`src/rtl/sfc_pkg.sv`:
```
// Shared types and helpers for the sample frame collector.
// State codes are plain localparams so they drop into legacy logic [1:0] state registers.
package sfc_pkg;

  localparam int DEF_DATA_W       = 12;
  localparam int DEF_FRAME_LEN    = 8;
  localparam int DEF_SKIP_SAMPLES = 8;

  localparam logic [1:0] FILL = 2'd0;
  localparam logic [1:0] SKIP = 2'd1;
  localparam logic [1:0] WAIT = 2'd2;

  // Counter width for a count of n; never below one bit so degenerate sizes still elaborate.
  function automatic int idxWidth(input int n);
    return (n <= 2) ? 1 : $clog2(n);
  endfunction

endpackage

```
`src/rtl/sfc_sat_counter.sv`:
```
// Saturating up-counter; holds at all-ones and is cleared only by reset.
module sfc_sat_counter #(
  parameter int W = 16
) (
  input  logic         clk,
  input  logic         rst,
  input  logic         inc,
  output logic [W-1:0] count
);

  always_ff @(posedge clk or posedge rst) begin
    if (rst) begin
      count <= '0;
    end else if (inc && (count != '1)) begin
      count <= count + 1'b1;
    end
  end

endmodule

```
`src/rtl/sample_frame_collector.sv`:
```
// Collects serial ADC samples into double-buffered parallel frames with a skip gap between frames.
// Optional OVERRUN_COUNT_EN adds a 16-bit saturating count of dropped samples on overrun_cnt.
module sample_frame_collector
  import sfc_pkg::*;
#(
  parameter int DATA_W       = DEF_DATA_W,
  parameter int FRAME_LEN    = DEF_FRAME_LEN,
  parameter int SKIP_SAMPLES = DEF_SKIP_SAMPLES
) (
  input  logic                        clk,
  input  logic                        rst,
  input  logic [DATA_W-1:0]           sample_in,
  input  logic                        sample_valid,
  output logic [FRAME_LEN*DATA_W-1:0] frame_data,
  output logic                        frame_valid,
  input  logic                        frame_ready,
  output logic                        overrun
`ifdef OVERRUN_COUNT_EN
  ,
  output logic [15:0]                 overrun_cnt
`endif
);

  localparam int FW          = FRAME_LEN * DATA_W;
  localparam int IW          = idxWidth(FRAME_LEN);
  localparam int SW          = idxWidth((SKIP_SAMPLES > 0) ? SKIP_SAMPLES : 1);
  localparam int SKIP_LAST_I = (SKIP_SAMPLES > 0) ? SKIP_SAMPLES - 1 : 0;

  localparam logic [IW-1:0] IDX_LAST  = IW'(FRAME_LEN - 1);
  localparam logic [SW-1:0] SKIP_LAST = SW'(SKIP_LAST_I);
  localparam logic [1:0]    POST_LOAD = (SKIP_SAMPLES > 0) ? SKIP : FILL;

  logic [1:0]    state;
  logic [IW-1:0] index;
  logic [SW-1:0] skipCnt;
  logic [FW-1:0] fillBuf;
  logic [FW-1:0] frameData;
  logic          frameValid;
  logic          overrunReg;
  logic          outFree;

  // The output register counts as free when empty or when it is being handed off this very edge.
  assign outFree = !frameValid || frame_ready;

  always_ff @(posedge clk or posedge rst) begin
    if (rst) begin
      state      <= FILL;
      index      <= '0;
      skipCnt    <= '0;
      fillBuf    <= '0;
      frameData  <= '0;
      frameValid <= 1'b0;
      overrunReg <= 1'b0;
    end else begin
      overrunReg <= 1'b0;
      if (frameValid && frame_ready) begin
        frameValid <= 1'b0;
      end
      case (state)
        FILL: begin
          if (sample_valid) begin
            fillBuf[int'(index)*DATA_W +: DATA_W] <= sample_in;
            if (index == IDX_LAST) begin
              index <= '0;
              if (outFree) begin
                frameData  <= {sample_in, fillBuf[FW-DATA_W-1:0]};
                frameValid <= 1'b1;
                skipCnt    <= '0;
                state      <= POST_LOAD;
              end else begin
                state <= WAIT;
              end
            end else begin
              index <= index + 1'b1;
            end
          end
        end
        WAIT: begin
          if (sample_valid) begin
            overrunReg <= 1'b1;
          end
          if (outFree) begin
            frameData  <= fillBuf;
            frameValid <= 1'b1;
            skipCnt    <= '0;
            index      <= '0;
            state      <= POST_LOAD;
          end
        end
        SKIP: begin
          if (sample_valid) begin
            if (skipCnt == SKIP_LAST) begin
              skipCnt <= '0;
              index   <= '0;
              state   <= FILL;
            end else begin
              skipCnt <= skipCnt + 1'b1;
            end
          end
        end
        default: begin
          state <= FILL;
          index <= '0;
        end
      endcase
    end
  end

  assign frame_data  = frameData;
  assign frame_valid = frameValid;
  assign overrun     = overrunReg;

`ifdef OVERRUN_COUNT_EN
  sfc_sat_counter #(
    .W(16)
  ) overrunCounter (
    .clk  (clk),
    .rst  (rst),
    .inc  (overrunReg),
    .count(overrun_cnt)
  );
`endif

endmodule
```
`config.mk`:
```
export PLATFORM = sky130hd
export DESIGN_NAME = sample_frame_collector
export DESIGN_NICKNAME = d
export VERILOG_FILES = /design/src/rtl/sfc_pkg.sv /design/src/rtl/sfc_sat_counter.sv /design/src/rtl/sample_frame_collector.sv
export SDC_FILE = /design/constraint.sdc
export NUM_CORES = 1
export LEC_CHECK = 0
export CORE_UTILIZATION = 30
export DETAILED_ROUTE_END_ITERATION = 16
export MAX_ROUTING_LAYER = met4
export SETUP_SLACK_MARGIN = 0.4
export SKIP_LAST_GASP = 1
export SYNTH_ARGS = -nofsm -noshare
export SYNTH_HDL_FRONTEND = slang
export SYNTH_SLANG_ARGS = --single-unit
```
`constraint.sdc`:
```
create_clock -name clk -period 8.85 [get_ports clk]
set_clock_uncertainty 0.1 [all_clocks]
set_input_delay 1.77 -clock clk [delete_from_list [all_inputs] [get_ports clk]]
set_output_delay 1.77 -clock clk [all_outputs]
set_load 0.02 [all_outputs]
```
Word-level counts from Yosys, hierarchy flattened
Index checks and enable logic that the tools add are counted.
{ "word_totals": {"wordCells": 66, "input_bits": 16, "output_inout_bits": 98, "register_bits": 202} }
{ "classes": {"add_sub_neg": 3, "muxes": 32, "reduce_logical": 11, "shift": 2, "n_eq_ne": 10, "mul": 1} }
{ "ops": {"columns": ["cell", "n"], "rows": [
  ["96-bit 2-to-1 mux", 4],
  ["96-bit case mux with 2 select lines", 1],
  ["96-bit bitwise mux", 1],
  ["12-bit by 33-bit variable shift with 96-bit output (first input constant)", 1],
  ["12-bit by 33-bit indexed part select with 96-bit output", 1],
  ["7-bit negation with 33-bit output", 1],
  ["3-bit 2-to-1 mux", 10],
  ["3-bit case mux with 3 select lines", 2],
  ["2-bit 2-to-1 mux", 6],
  ["2-bit != test (second input constant)", 6],
  ["5-bit AND reduction", 2],
  ["4-bit AND reduction", 2],
  ["3-bit by 1-bit adder with 3-bit output (second input constant)", 2],
  ["3-bit equality test (second input constant)", 2],
  ["1-bit 2-to-1 mux", 6],
  ["2-bit case mux with 3 select lines", 1],
  ["3-bit by 2-bit multiplier with 5-bit output (second input constant)", 1],
  ["3-bit nonzero test", 1],
  ["2-bit by 1-bit equality test with 1-bit output (second input constant)", 1],
  ["2-bit equality test (second input constant)", 1],
  ["2-bit logical NOT", 1],
  ["1-bit case mux with 2 select lines", 1],
  ["2-bit AND reduction", 1],
  ["2-bit nonzero test", 1],
  ["3 further kinds", 3]
]} }

Logic depth before layout (Yosys ltp)
{ "depth": {"word_depth": 6, "mapped_depth": 14, "mapped_depth_nobuf": 10} }

Least setup slack after synthesis
No wires, ideal clock.
{ "synth_timing": {"path_kind": "flip-flop to flip-flop", "from": "register index[0]", "to": "register fillBuf[48]", "path_slack_ns": 5.235, "path_stages_with_launch": 12, "synth_period_minus_slack_ns": 3.615, "arrival_ns": 3.390, "n_path_buf": 3, "setup_time_ns": 0.125, "required_ns": 8.625, "path_cell_list": "dfrtp_1 > ha_1 > fa_1 > xor2_2 > nor2_1 > ha_1 > clkbuf_1 > clkbuf_1 > nand3_1 > clkbuf_1 > nor2_2 > mux2_2"} }
{ "synth_between": {"elab_chain_len": 4, "elab_cells_between_ends": 5, "cone_classes": "1 x add/sub; 1 x mul; 2 x shift; 1 x mux"} }
{ "synth_rtl": {"columns": ["item", "line_no", "rtl"], "rows": [
  ["start, declared", "sample_frame_collector.sv:34", "logic [IW-1:0] index;"],
  ["start signal, assigned", "sample_frame_collector.sv:74", "index <= index + 1'b1;"],
  ["3-bit by 2-bit multiplier with 5-bit output (*)", "sample_frame_collector.sv:62", "fillBuf[int'(index)*DATA_W +: DATA_W] <= sample_in;"],
  ["7-bit negation with 33-bit output (*)", "sample_frame_collector.sv:62", null],
  ["12-bit by 33-bit indexed part select with 96-bit output or 12-bit by 33-bit variable shift with 96-bit output (tied branches)", "sample_frame_collector.sv:62", null],
  ["96-bit bitwise mux (*)", "sample_frame_collector.sv:62", null],
  ["end signal, assigned by index", "sample_frame_collector.sv:62", null],
  ["end, declared", "sample_frame_collector.sv:36", "logic [FW-1:0] fillBuf;"]
]} }
Every way passes the cells marked *; elsewhere a longest branch is shown, timed or not.
A chain may end at the register's enable or synchronous reset.

Worst setup path after layout
{ "layout_timing": {"from": "register index[0]", "to": "register fillBuf[74]"} }
Same word-level chain as after synthesis.

==> qor.csv <==
stage;metric;value;unit
grt;grtUsageMet1;0.229;
yosys;yosysUniqueCellTypes;70;
placement;dp_hpwl;16200;microns
yosys;synth_most_common_cell;dfrtp_1;
placement;port_buffers;113;
floorplan;ios;114;
timing;worst-slew-pin-transition;1.07;ns
hold_path;min_path_type;flip-flop to flip-flop;
finish;final_nets;870;
worst_setup_path;cpPeakStageDelay;0.79;ns
yosys;synth_top_family_by_area;multiplexers;
grt;grtUsageMet2;0.224;
worst_setup_path;critical_path_class;flip-flop to flip-flop;
yosys;yosys.area.top_type_share;0.547;
finish;syn_to_final_growth;24.6;%
grt;grt_pass1_vias;6315;
clocking;cts_num_sinks;202;
yosys;async_flop_share;1.00;
clocking;cts_setup_buffers;0;
finish;final_layout_size_suffix_gt1_frac;0.271;
clocking;clock_latency;0.51;ns
timing;period_minus_slack;4.47;ns
pwr;power.density;418;mW/mm^2
yosys;synth_compound_area_frac;0.0961;
floorplan;num_rows;63;
pwr;p_leak;0.00504;uW
detailed_routing;postRouteAntennaNets;0;
job;max-cap-violations;0;
timing;period_share;0.505;
yosys;synth.largest_area_cell;dfrtp_1;
timing;drv_slew;0;
clocking;cts_tree;yes;
clocking;cts_repair_resize_count;0;
yosys;synth_cells;737;
detailed_routing;drc;0;
floorplan;die_h;177;microns
clocking;cts_hold_buf;0;
grt;grt-ovfl-total;0;
timing;hold_viol_final;0;
yosys;synth-adder-area-share;0.0144;
timing;setup_viol;0;
floorplan;core_region_area;0.0300;sq mm
yosys;synthSimpleGateAreaFrac;0.0867;
clocking;cts.path.max_buffers;3;
timing;setup_ws;4.38;ns
placement;place_inst;1209;
finish;fill_cells;2900;
grt;grt.busiest_layer;met1;
worst_setup_path;crit_end;fillBuf[74];
worst_setup_path;reg2reg_depth;11;
detailed_routing;drt-pass1-iter-count;5;
worst_setup_path;cp_cell_sequence;buf_4 -> ha_1 -> fa_1 -> nand2b_1 -> nor2_1 -> ha_1 -> or3b_2 -> a311oi_1 -> nand3_1 -> o21ai_0 -> mux2_2;
placement;place_ws;4.19;ns
detailed_routing;drtIter0Drc;480;
yosys;synth_xor_xnor_area_share;0.0112;
finish;seqCellArea;0.00505;sq mm
worst_setup_path;reg2reg_slack;4.38;ns
clocking;cts_max_level;1;
yosys;yosys_warnings;0;
worst_setup_path;slowest_stage;fa_1;
worst_setup_path;worstSetupStartpoint;index[0];
outcome;status;completed;
yosys;synth_seq_cells;202;
detailed_routing;vias;6330;
yosys;synth_ff_type;dfrtp_1;
timing;slew_headroom;0.283;
finish;diodes;0;
grt;grt_pass1_wl;37200;microns
grt;grt_start_max_net_pins;131;
yosys;synth_common_cells;dfrtp_1 (202), mux2_2 (154), nor2_1 (44);
finish;multi_input_area;0.00398;sq mm
yosys;synth_nets;763;
yosys;yosys-top-cells-area;dfrtp_1 (55%), mux2_2 (19%), mux2i_1 (2.3%);
yosys;netlist_area;0.00923;sq mm
grt;grtUsageMet3;0.0251;
yosys;synth_mux_area_frac;0.221;
finish;instances_no_fill;1250;
worst_setup_path;cp_common_cell;ha_1;
yosys;avgSynthCellArea;12.5;sq um
clocking;cts_buffers;23;
yosys;yosysSeqAreaShare;0.547;
detailed_routing;avgRoutedWirePerCell;19.0;microns
floorplan;die_area;0.0315;sq mm
timing;finalSetupTns;0;ns
worst_setup_path;crit_required;9.20;ns
worst_setup_path;worstSetupStartpointType;flip-flop;
worst_setup_path;cp.arrival;4.82;ns
worst_setup_path;r2r-end;fillBuf[74];
detailed_routing;avgViaCountPerCell;5.06;
grt;antenna_found_initial;0;
worst_setup_path;cp_max_fo;30;
worst_setup_path;endpoint_kind;flip-flop;
placement;gp_congestion;0.898;
timing;grt_setup_unrepaired;no;
grt;track_usage;0.156;
timing;timing.fmax;224;MHz
yosys;synth_enable_flop_cells;0;
worst_setup_path;worst_r2r_startpoint;index[0];
clocking;cts_root_buf;clkbuf_16;
floorplan;die_w;177;microns
pwr;peakVddDrop;0.185;mV
detailed_routing;postRouteWirelength;23800;microns
clocking;clk_pin_slew_worst_paths;0.06;ns
floorplan;initial_utilization;0.308;
## area by class of cell
cell class                      count  share of cell area
Clock inverter                      8             0.00685
Multi-Input combinational cell    485               0.345
Clock buffer                       33              0.0576
Tap cell                          390              0.0424
Sequential cell                   202               0.439
Timing Repair Buffer              123               0.105
Inverter                            9             0.00359
## power by group
group / switching (uW) / total, uW / internal [uW] / leakage (uW)
Combinational: 1500 / 2450 / 952 / 0.00199
Clock: 382 / 935 / 552 / 0.000365
Sequential: 186 / 1430 / 1240 / 0.00269
Total: 2070 / 4810 / 2740 / 0.00504
## cells in the final DEF (no fill, tap or decap), types with 17 or more instances in the layout
cell             instances
dfrtp_1                202
mux2_2                 154
clkdlybuf4s50_1        113
nor2_1                  43
o21ai_0                 40
a21oi_1                 31
nand2_1                 27
clkbuf_16               23
mux2i_1                 21
nand3_1                 17
## worst min-delay path by stage
stage	startpoint	endpoint	slack (ns)	depth (start not counted)
2_1_floorplan	fillBuf[2]	fillBuf[2]	0.34	2
3_3_place_gp	fillBuf[3]	fillBuf[3]	0.37	2
4_1_cts	fillBuf[0]	fillBuf[0]	0.39	2
6_report	fillBuf[0]	fillBuf[0]	0.38	2
3_5_place_dp	fillBuf[0]	fillBuf[0]	0.38	2
5_1_grt	fillBuf[1]	fillBuf[1]	0.41	1
## layer usage
layer  part of all wire  vias up
met4              0.026        0
met5                  0        -
met2               0.43      193
li1                   -     2921
met3              0.054       50
met1               0.49     3166
## critical path: cells and delay by family, from the launching register on
kind	cells	cell delay, ns
AOI/OAI and AO/OA	2	0.69
DFF	1	0.35
adders and majority gates	3	1.87
buffers and inverters	1	0.25
and+or+nand+nor	4	0.96
muxes	1	0.19
## per-stage QoR
| step | utilization | cell area, sq um | total power [uW] | hold slack, ns |
|---|---|---|---|---|
| 2_1_floorplan | - | 9230 | 3040 | 0.343 |
| 3_3_place_gp | 0.359 | 10800 | 3840 | 0.371 |
| 3_5_place_dp | 0.359 | 10800 | 3860 | 0.377 |
| 4_1_cts | 0.384 | 11500 | 4820 | 0.390 |
| 5_1_grt | 0.384 | 11500 | 5100 | 0.409 |
| 6_report | 0.384 | 11500 | 4810 | 0.382 |
## flip-flops by register name, indices dropped and copies added, names as in the netlist
| register | count |
|---|---|
| frame_valid | 1 |
| overrun | 1 |
| state | 2 |
| index | 3 |
| frame_data | 96 |
| fillBuf | 96 |
| skipCnt | 3 |
## cells by family after synthesis
family          after synthesis
compound gates              138
xor+xnor                      8
fa+ha+maj                    10
buf+inv                      50
flops                       202
mux                         182
simple gates                147
Note: power is estimated with default switching activity, not from simulation.
